$ cat config.mk
export PLATFORM = sky130hd
export DESIGN_NAME = full_adder_reg
export DESIGN_NICKNAME = d
export VERILOG_FILES = /design/src/rtl/full_adder_reg.sv
export SDC_FILE = /design/constraint.sdc
export NUM_CORES = 1
export LEC_CHECK = 0
export CORE_AREA = 2 2 39 41
export DETAILED_ROUTE_END_ITERATION = 10
export DIE_AREA = 0 0 41 43
export HOLD_SLACK_MARGIN = 0.15
export PLACE_DENSITY_LB_ADDON = 0.25
export SLEW_MARGIN = 20
export SYNTH_ARGS = -nofsm -noshare
export SYNTH_HDL_FRONTEND = slang
export SYNTH_HIERARCHICAL = 1
export SYNTH_SLANG_ARGS = --single-unit
$ cat constraint.sdc
create_clock -name sys_clk -period 1.2 [get_ports sys_clk]
set_input_delay 0.24 -clock sys_clk [delete_from_list [all_inputs] [get_ports sys_clk]]
set_output_delay 0.24 -clock sys_clk [all_outputs]
set_load 0.03 [all_outputs]
$ cat src/rtl/full_adder_reg.sv
// Registered ripple-carry adder: WIDTH full-adder cells, one-cycle latency from sample to sum/count/out_vld.
// A new operation is accepted every cycle; there is no back-pressure.

module full_adder_cell (
   input  logic i_a,
   input  logic i_b,
   input  logic i_c,
   output logic o_s,
   output logic o_c
);
   assign o_s = i_a ^ i_b ^ i_c;
   assign o_c = (i_a & i_b) | (i_a & i_c) | (i_b & i_c);
endmodule

module full_adder_reg #(
   parameter int WIDTH = 1
) (
   input  logic             sys_clk,
   input  logic             sys_rst,
   input  logic             in_vld,
   input  logic [WIDTH-1:0] in_1,
   input  logic [WIDTH-1:0] in_2,
   input  logic             cin,
   output logic             out_vld,
   output logic [WIDTH-1:0] sum,
   output logic             count
);
   logic [WIDTH:0]   w_carry;
   logic [WIDTH-1:0] w_sum;
   logic [WIDTH-1:0] r_sum;
   logic             r_count;
   logic             r_vld;

   assign w_carry[0] = cin;

   // The whole carry chain settles within one cycle; nothing is pipelined.
   for (genvar g = 0; g < WIDTH; g++) begin : g_cell
      full_adder_cell u_cell (
         .i_a (in_1[g]),
         .i_b (in_2[g]),
         .i_c (w_carry[g]),
         .o_s (w_sum[g]),
         .o_c (w_carry[g+1])
      );
   end

   always_ff @(posedge sys_clk or posedge sys_rst) begin
      if (sys_rst) begin
         r_sum   <= '0;
         r_count <= 1'b0;
         r_vld   <= 1'b0;
      end else begin
         r_vld <= in_vld;
         // Result registers only load on a qualified cycle, so junk on idle inputs never reaches them.
         if (in_vld) begin
            r_sum   <= w_sum;
            r_count <= w_carry[WIDTH];
         end
      end
   end

   assign sum     = r_sum;
   assign count   = r_count;
   assign out_vld = r_vld;
endmodule

# ---- Word-level counts from Yosys, hierarchy flattened
# Cells that the tools add are included.
dict set report totals {
  regBits 3
  in_bits 6
  output_inout_bits 3
  word_cells 10
}
dict set report classes {
  bitwise 7
}
# cell n
set ops {}
lappend ops {{bitwise AND 1 bit} 3}
lappend ops {{OR 1 bit} 2}
lappend ops {{bitwise XOR 1 bit} 2}

# ---- Longest topological paths before layout
dict set report logic_depth {
  word_depth 3
  ltp_mapped 2
  ltp_nobuf 2
}

# ---- By module
# Netlist, hierarchy kept.
# module instances cells_per_inst area_per_inst_um2 seq_area_each_um2
set modules_own_cells {}
lappend modules_own_cells {full_adder_reg 1 6 101.3 75.1}
lappend modules_own_cells {full_adder_cell 1 1 20.0 0.0}

# ---- Worst setup path before layout
# No wires, ideal clock.
dict set report synth_path {
  path_type {input to register}
  startpoint {input port in_1}
  endpoint {register r_sum (netlist: sum)}
  arrival_ns 0.941
  path_slack_ns 0.134
  stages 2
  n_path_buf 0
  cell_sequence {fa_1 -> mux2_2}
}
dict set report synth_between {
  elab_chain_len 2
}
# element line_no
set synth_lines {}
lappend synth_lines {{from (decl)} 21} ;# input logic [WIDTH-1:0] in_1,
lappend synth_lines {{bitwise XOR 1 bit (2 in series)} 11} ;# assign o_s = i_a ^ i_b ^ i_c;
lappend synth_lines {{to (signal assigned)} 56} ;# r_sum <= w_sum;
lappend synth_lines {{to (decl)} 30} ;# logic [WIDTH-1:0] r_sum;
# No other way between the ends.
# A chain may end at the register's enable or synchronous reset.

# ---- Worst setup path after layout
dict set report layout_path {
  startpoint {input port in_1}
  endpoint {register r_sum (netlist: sum)}
}
dict set report layout_between {
  elab_chain_len 2
}
# element line_no
set layout_lines {}
lappend layout_lines {{bitwise XOR 1 bit (2 in series)} 11}
lappend layout_lines {{named net w_sum} 29} ;# logic [WIDTH-1:0] w_sum;
# The timed path passes the listed nets, and every way through them passes these cells.

==> impl_results.md <==
- IO Pins: 9
- Die Y-Extent: roughly 43 um
- Fin crit period: 1.13 ns
- Cell taking the most area after synthesis: dfrtp_1
- Port buffer count: 8
- DP Worst Slack: -0.343 ns
- CP delay by family, top: adder cells
- Num CTS Buffers: 3
- DRC Markers: 0
- Die area: around 0.0018 mm2
- Max Cap Viol: 0
- RR Endpoint: sum
- Worst hold margin: 0.171 ns
- CP peak stage delay: about 0.48 ns
- Clock Skews: 0 ns
- Resized cells post-CTS: 4
- Synth Cell Area: ~120 um2
- Seq cells post-synth: 3
- Final instance area: approximately 240 um2
- Crit start category: input port
- CTS tree: done
- Synth Warn #: 6
- Final Power: 0.000388 W
- Final Cycle Share: 94.4%
- Post-CTS Hold Fix Bufs: 0
- Buf/Inv on CP: 1
- Row cnt: 14
- Initial Util: 8.77%
- Iteration-0 DRC Markers: 3
- CP Cell Sequence: dlygate4sd2_1, fa_1, mux2_4
- Unique cell type count in the Yosys netlist: 4
- WL/cell: ~9.1 um
- DRT Wirelength: 317 um
- Synth top area share: between 60% and 70%
- R2R Setup Slk: between 0.4 and 0.5 ns
- Cells on worst reg2reg path: 1
- Mean Syn Cell Area: around 17 um2
- H-tree levels: 1
- Slew margin rel.: roughly nine tenths
- Hold crit path type: in2async
- Core area: ~0.0014 mm2
- Largest net degree at the start of global routing: 4
- Post-layout util: approximately 17%
- DRT Pass-1 Iters: 2
- Worst-skew pair later-pin latency: around 0.23 ns
- Final nets: 27
- Placed instance area: roughly 210 um2
- Antenna violations before repair: 0
- Final Hold Fails: 0
- Syn Inst Count: 7
- Sink Count: 3
- Share of cells above drive strength 1: 42.1%
- PwrDens: ~1600 mW/mm2
- Max Buffers Root-to-Sink: 2
- Crit Path Category: in2reg
- Worst-Margin Slew: approximately 0.14 ns
- Syn nets: 14
- Root Buffer: clkbuf_4
- Critical-path top delay cell: fa_1
- Layout area overhead: 97.9%
- F_max: slightly below 900 MHz
- CP endpoint kind: flop
- RSZ-0062 raised after global routing: no
- Final setup violation count: 0
- Max FO, Critical Path: 1
- Post CTS Setup Buffer Count: 0
- Worst VDD drop: approximately 0.22 mV
- Placer Congestion: 0.500
- Final ANT Viol Nets: 0
- Global-route wire length before repair: about 460 um
- Number of global-route vias before repair: 91
- Pleak: 0.113 nW
- Final Slew Violations: 0
- Synth top area cells: dfrtp_1 (62%), mux2_2 (19%), fa_1 (16%), inv_1 (3.1%)
- Status: finished clean
- Via/cell ratio: 2.74
- GR Overflow Total: 0
- Chip width: between 40 and 50 um
- Reg2reg start: sum
- Sequential fraction of the synthesis area: about three fifths
- Worst path required time: about 1.3 ns
- Via count: 96
- Ant diodes: 0
- Clock-pin slew on the worst setup and hold paths: approximately 0.04 ns
- Crit path DAT: between 1 and 1.5 ns
- GRT Total Usage: under 10%
- Fin worst setup slack: approximately 0.067 ns
registers in the layout, indices dropped and copies added, names as in the netlist:
register  flops
out_vld       1
sum           1
count         1
metrics by stage:
stage,cells,setup TNS [ns]
3_5_place_dp,31,-0.633
6_report,35,0
2_1_floorplan,7,0
4_1_cts,35,0
5_1_grt,35,0
3_3_place_gp,31,-0.633
layer usage:
metal / vias to the layer above / wire (um) / track usage, %
met5: - / 0 / 0
met4: 0 / 6 / 8.00
met3: 2 / 63 / 6.28
met2: 9 / 107 / 3.75
met1: 40 / 140 / 4.89
li1: 45 / - / -
placed cells by master, fill, tap and decap left out:
cell / synthesis / layout
dlygate4sd2_1: 0 / 3
mux2_4: 0 / 1
inv_1: 1 / 1
clkbuf_4: 0 / 3
buf_4: 0 / 3
mux2_2: 2 / 1
clkbuf_1: 0 / 1
fa_1: 1 / 1
clkdlybuf4s50_1: 0 / 2
dfrtp_1: 3 / 3
report_power, final:
group	switching [W]	internal [W]
registers	0.00000756	0.000114
logic	0.0000435	0.0000423
clock network	0.0000556	0.000125
total	0.000107	0.000282
how the worst max path moves through the flow:
stage | start | to | slack [ns] | depth (start not counted)
2_1_floorplan | in_1 | sum | 0.13 | 2
3_3_place_gp | in_1 | sum | -0.35 | 3
3_5_place_dp | in_1 | sum | -0.34 | 3
4_1_cts | in_1 | sum | 0.09 | 3
5_1_grt | in_1 | sum | 0.06 | 3
6_report | in_1 | sum | 0.07 | 3
logic make-up (layout without fill, tap and decap cells):
group,Yosys count,after routing,share of synthesized area (%)
adder cells (fa/ha/maj),1,1,16.5
buffers and inverters,1,13,3.09
flip-flops,3,3,61.9
multiplexers,2,2,18.6
cell usage after synthesis:
cell / instances
dfrtp_1: 3
fa_1: 1
inv_1: 1
mux2_2: 2
layout make-up:
| type | instances | area [um2] |
|---|---|---|
| Clock buffer | 4 | 26.3 |
| Multi-Input combinational cell | 3 | 46.3 |
| Sequential cell | 3 | 75.1 |
| Fill cell | 155 | 1140 |
| Tap cell | 16 | 20.0 |
| Timing Repair Buffer | 8 | 68.8 |
| Inverter | 1 | 3.75 |
(Power assumes the default switching activity.)
